**config.mk**
```make
export PLATFORM = sky130hd
export DESIGN_NAME = mac_accumulator
export DESIGN_NICKNAME = d
export VERILOG_FILES = /design/src/rtl/mac_accumulator.sv
export SDC_FILE = /design/constraint.sdc
export NUM_CORES = 1
export LEC_CHECK = 0
export BUFFER_PORTS_ARGS = -buffer_cell sky130_fd_sc_hd__buf_2
export CAP_MARGIN = 20
export CORE_ASPECT_RATIO = 0.8
export CORE_MARGIN = 2
export CORE_UTILIZATION = 40
export CTS_BUF_LIST = sky130_fd_sc_hd__clkbuf_4
export CTS_CLUSTER_DIAMETER = 100
export CTS_CLUSTER_SIZE = 30
export DETAILED_ROUTE_END_ITERATION = 10
export RECOVER_POWER = 100
export SETUP_SLACK_MARGIN = 0.3
export SYNTH_ARGS = -nofsm -noshare
export SYNTH_HDL_FRONTEND = slang
export SYNTH_SLANG_ARGS = --single-unit
```
**constraint.sdc**
```tcl
create_clock -name clk -period 4.7 [get_ports clk]
set_input_delay 0.235 -clock clk [delete_from_list [all_inputs] [get_ports clk]]
set_output_delay 0.235 -clock clk [all_outputs]
set_load 0.005 [all_outputs]
```
**src/rtl/mac_accumulator.sv**
```systemverilog
// Handshaked dot-product accumulator behind the 16x16 multiplier.
// Sums runs of unsigned products, with saturation or wrap, a term count and forced end-of-run.
module mac_accumulator #(
   parameter int unsigned PROD_W    = 32,
   parameter int unsigned ACC_W     = 40,
   parameter int unsigned CNT_W     = 11,
   parameter int unsigned MAX_TERMS = 1024,
   parameter bit          SATURATE  = 1'b1
) (
   input  logic              clk,
   input  logic              rst_n,
   input  logic              clr,
   input  logic              prod_valid,
   output logic              prod_ready,
   input  logic [PROD_W-1:0] prod_data,
   input  logic              prod_last,
   output logic              res_valid,
   input  logic              res_ready,
   output logic [ACC_W-1:0]  res_data,
   output logic [CNT_W-1:0]  res_count,
   output logic              res_ovf
);

   typedef enum logic [1:0] {IDLE, ACCUM, HOLD} state_e;

   localparam logic [CNT_W:0] MaxCnt = (CNT_W+1)'(MAX_TERMS);

   state_e             state_q, state_d;
   logic [ACC_W-1:0]   acc_q, acc_d;
   logic [CNT_W-1:0]   cnt_q, cnt_d;
   logic               ovf_q, ovf_d;
   logic [ACC_W-1:0]   res_data_q, res_data_d;
   logic [CNT_W-1:0]   res_count_q, res_count_d;
   logic               res_ovf_q, res_ovf_d;

   logic               p_xfer, first, end_run, ovf_inc;
   logic [ACC_W:0]     ext, sum;
   logic [CNT_W:0]     cnt_inc;
   logic [ACC_W-1:0]   acc_inc;

   always_ff @(posedge clk or negedge rst_n) begin
      if (!rst_n) begin
         state_q <= IDLE;
      end else begin
         state_q <= state_d;
      end
   end

   always_comb begin
      state_d = state_q;
      if (clr) begin
         state_d = IDLE;
      end else if (p_xfer) begin
         state_d = end_run ? HOLD : ACCUM;
      end else if (state_q == HOLD && res_ready) begin
         state_d = IDLE;
      end
   end

   always_comb begin
      prod_ready = (state_q != HOLD) || res_ready;
      res_valid  = (state_q == HOLD);
      res_data   = res_data_q;
      res_count  = res_count_q;
      res_ovf    = res_ovf_q;
   end

   // A beat taken in IDLE or passed through HOLD starts a fresh run.
   always_comb begin
      p_xfer  = prod_valid && prod_ready;
      first   = (state_q != ACCUM);
      ext     = {{(ACC_W+1-PROD_W){1'b0}}, prod_data};
      sum     = first ? ext : ({1'b0, acc_q} + ext);
      cnt_inc = first ? {{CNT_W{1'b0}}, 1'b1} : ({1'b0, cnt_q} + {{CNT_W{1'b0}}, 1'b1});
      ovf_inc = sum[ACC_W] | (~first & ovf_q);
      acc_inc = (SATURATE && sum[ACC_W]) ? '1 : sum[ACC_W-1:0];
      end_run = p_xfer && (prod_last || (cnt_inc == MaxCnt));

      acc_d       = acc_q;
      cnt_d       = cnt_q;
      ovf_d       = ovf_q;
      res_data_d  = res_data_q;
      res_count_d = res_count_q;
      res_ovf_d   = res_ovf_q;

      if (clr) begin
         acc_d = '0;
         cnt_d = '0;
         ovf_d = 1'b0;
      end else if (end_run) begin
         acc_d       = '0;
         cnt_d       = '0;
         ovf_d       = 1'b0;
         res_data_d  = acc_inc;
         res_count_d = cnt_inc[CNT_W-1:0];
         res_ovf_d   = ovf_inc;
      end else if (p_xfer) begin
         acc_d = acc_inc;
         cnt_d = cnt_inc[CNT_W-1:0];
         ovf_d = ovf_inc;
      end
   end

   always_ff @(posedge clk or negedge rst_n) begin
      if (!rst_n) begin
         acc_q       <= '0;
         cnt_q       <= '0;
         ovf_q       <= 1'b0;
         res_data_q  <= '0;
         res_count_q <= '0;
         res_ovf_q   <= 1'b0;
      end else begin
         acc_q       <= acc_d;
         cnt_q       <= cnt_d;
         ovf_q       <= ovf_d;
         res_data_q  <= res_data_d;
         res_count_q <= res_count_d;
         res_ovf_q   <= res_ovf_d;
      end
   end

endmodule

```
==> metrics.md <==
| Metric | Value |
|---|---|
| Nets | `868` |
| Synth Cell Area | `6720 um2` |
| Synth warnings | `0` |
| # port buffers | `91` |
| Layout fillers | `1666` |
| Type of origin of the critical path | `flop` |
| Clk_skew | `0.0177 ns` |
| Final count of negative-setup-slack endpoints | `0` |
| Failing checks | `negative hold slack, max-capacitance violations, max-slew violations` |
| Worst skew pair latency | `0.50 ns` |
| Placer Congestion | `0.873` |
| GRT Max-Usage Layer | `met1` |
| WHS Path Cells | `3` |
| Clk buf depth | `2` |
| Adder-cell share of the synthesized area | `0.0645` |
| Register-to-register setup slack | `0.36 ns` |
| Simple-gate area share of the yosys netlist | `0.144` |
| Layout cells sized above 1 | `0.165` |
| Final hold slack | `-0.00878 ns` |
| Effective utilization at floorplan | `0.407` |
| Worst Hold End | `res_count[9]$_DFFE_PN0P_` |
| Post-DR vias/cell | `5.74` |
| Setup ws final | `0.362 ns` |
| MaxCap Viol Count | `2` |
| Main synth FF type | `dfrtp_1` |
| Status | `finished with violations` |
| Wirelength per Cell | `17.6 um` |
| Post-synth EDFFs | `0` |
| Crit-path max FO | `37` |
| Initial antenna violation count | `1` |
| Count of final max-slew check failures | `69` |
| Row count | `42` |
| Worst path required time | `5.10 ns` |
| Pwr Total | `2090 uW` |
| HP Class | `in -> reg` |
| Synth top area cells | `dfrtp_1 (39%), ha_1 (6.1%), mux2_2 (4.9%)` |
| TritonCTS Sinks | `106` |
| Worst r2r path cells | `8` |
| RSZ-0062 raised after global routing | `false` |
| DRT iter0 DRCs | `584` |
| Hpwl dp | `13000 um` |
| Final Hold Fails | `1` |
| Max frequency | `231 MHz` |
| Synthesized Nets | `797` |
| Post-route setup TNS | `0 ns` |
| Die Area | `17900 um2` |
| R2R Path Start | `cnt_q[0]$_DFFE_PN0P_` |
| Met1 Use GR | `0.317` |
| DRT Pass-1 Iters | `5` |
| Leak | `0.00340 uW` |
| Tot GR Track Use | `0.208` |
| Pwr/cell area | `279 nW/um2` |
| Async set or reset register ratio after synthesis | `1.00` |
| Max VDD drop | `143 uV` |
| Netlist cell types | `60` |
| Crit path capture type | `flop` |
| Worst Max-Slew Pin Slew | `2.00 ns` |
| Drt drc | `0` |
| Layout area overhead | `11.3%` |
| CTS root buffer | `clkbuf_4` |
| Tcrit/Tclk final | `0.923` |
| Final core occ | `0.453` |
| GRT met2 Usage | `0.300` |
| Minimum clock period | `4.34 ns` |
| Largest family of logic cells by synthesized area | `compound AO/OA/AOI/OAI gates` |
| Largest net degree at the start of global routing | `77` |
| Yosys top cell area share | `0.395` |
| Min-delay src | `prod_last` |
| CTS tree | `built` |
| Post-synthesis compound-gate area fraction | `0.250` |
| Core area | `16500 um2` |
| Slew HR | `-0.335` |
| Synth Register Bits | `106` |
| Cells after Synth | `725` |
| Sequential area share after synthesis | `0.395` |
| Mux contribution to synthesized area | `0.0516` |
| CTS Buf Count | `9` |
| Resized cells post-CTS | `0` |
| First-pass GRT wire length | `29300 um` |
| Avg Cell Area, Syn | `9.26 um2` |
| Clock Pin Slew Worst Setup and Hold Paths | `0.16 ns` |
| Most instantiated library cell after synthesis | `dfrtp_1` |
| Vias in the first global route | `5527` |
| Chip Width | `149 um` |
| Setup CP Type | `reg -> reg` |
| Post-synth top cells | `dfrtp_1 (106), nand2_1 (81), a21oi_1 (55)` |
| Largest area contributor in the netlist | `dfrtp_1` |
| H-Tree Depth | `3` |
| Vias | `5857` |
| Detail Route Antenna Nets | `0` |
| Top Ports | `92` |
| Data arrival time of the worst path | `4.74 ns` |
| RR Endpoint | `res_data[20]$_DFFE_PN0P_` |
| Met3 Usage GRT | `0.0456` |
| Die height | `120 um` |
| Final wirelength | `18000 um` |
| XOR/XNOR share of the synthesized area | `0.0587` |
| Post-place setup slack | `0.395 ns` |
| Total gr overflow | `0` |
metrics by stage:
stage               instances  instance area (um2)
floorplan                 725                 6720
global placement         1000                 7350
finish                   1021                 7480
detailed placement       1000                 7350
CTS                      1017                 7520
global route             1021                 7480
placed cells by master (no fill, tap or decap), types with 8 or more instances in the layout:
cell / Yosys / final
clkbuf_4: 0 / 10
nor2_1: 49 / 49
o22a_1: 10 / 10
a22o_1: 29 / 29
a21oi_1: 55 / 54
mux2_2: 29 / 29
inv_1: 13 / 13
nand2_1: 81 / 82
buf_2: 8 / 72
a211oi_1: 9 / 9
o211ai_1: 31 / 31
a31oi_1: 8 / 8
nand3_1: 16 / 17
dfrtp_1: 106 / 106
and3_1: 9 / 9
a21o_1: 17 / 17
clkbuf_1: 31 / 21
ha_1: 33 / 33
o21ai_0: 42 / 43
nand4_1: 15 / 15
xnor2_1: 29 / 29
xor2_1: 16 / 16
worst max-delay path: stages (launching register included):
cell and delay, ns:
dfrtp_1 0.57, ha_1 0.35, nand3_1 0.22, or4_1 0.58
a2111oi_0 0.38, or4b_1 0.55, o21ai_0 0.41, clkbuf_2 0.73
mux2_2 0.42
area by class of cell:
| class | instances | area (um2) | share of cell area |
|---|---|---|---|
| repair buffers | 105 | 536 | 0.0716 |
| well taps | 220 | 275 | 0.0368 |
| inverters | 13 | 48.8 | 0.00653 |
| clock inverters | 6 | 82.6 | 0.0110 |
| clock buffers | 9 | 67.6 | 0.00904 |
| diodes | 1 | 2.50 | 0.000335 |
| multi-input cells | 561 | 3810 | 0.510 |
| flip-flops and latches | 106 | 2650 | 0.355 |
how the worst max path moves through the flow:
stage                         startpoint                        to  depth (start not counted)
floorplan           acc_q[0]$_DFFE_PN0P_  res_data[10]$_DFFE_PN0P_                         13
global placement            prod_data[0]  res_data[12]$_DFFE_PN0P_                         13
detailed placement  acc_q[0]$_DFFE_PN0P_  res_data[20]$_DFFE_PN0P_                         12
CTS                 acc_q[0]$_DFFE_PN0P_  res_data[20]$_DFFE_PN0P_                         12
global route        cnt_q[0]$_DFFE_PN0P_  res_data[20]$_DFFE_PN0P_                          8
finish              cnt_q[0]$_DFFE_PN0P_  res_data[20]$_DFFE_PN0P_                          8
logic make-up after synthesis:
family / Yosys count
multiplexers: 31
adder cells (fa/ha/maj): 34
XOR/XNOR: 45
flip-flops: 106
AND/OR/NAND/NOR: 205
buffers and inverters: 58
AO/OA/AOI/OAI: 246
metal layers:
| metal | vias to the layer above | share of wire |
|---|---|---|
| met5 | - | 0 |
| met4 | 0 | 0.010 |
| met3 | 12 | 0.061 |
| met2 | 192 | 0.42 |
| met1 | 2832 | 0.51 |
| li1 | 2821 | - |
registers in the layout, indices dropped and copies added (netlist names):
signal     cells
acc_q         40
res_data      40
cnt_q         11
res_count     11
state_q        2
ovf_q          1
res_ovf        1
what timing repair did:
action / 4_1_cts / 5_1_grt
setup buffers: 0 / 2
hold endpoints to repair: 76 / 0
setup endpoints to repair: 0 / 50
hold buffers: 2 / 0
power by group:
group	leakage (uW)	switching (uW)	total (uW)	internal (uW)
combinational	0.00194	280	506	226
sequential	0.00137	55.7	1060	1010
clock	0.0000832	308	518	210
total	0.00340	644	2090	1440
(Power assumes the default switching activity.)
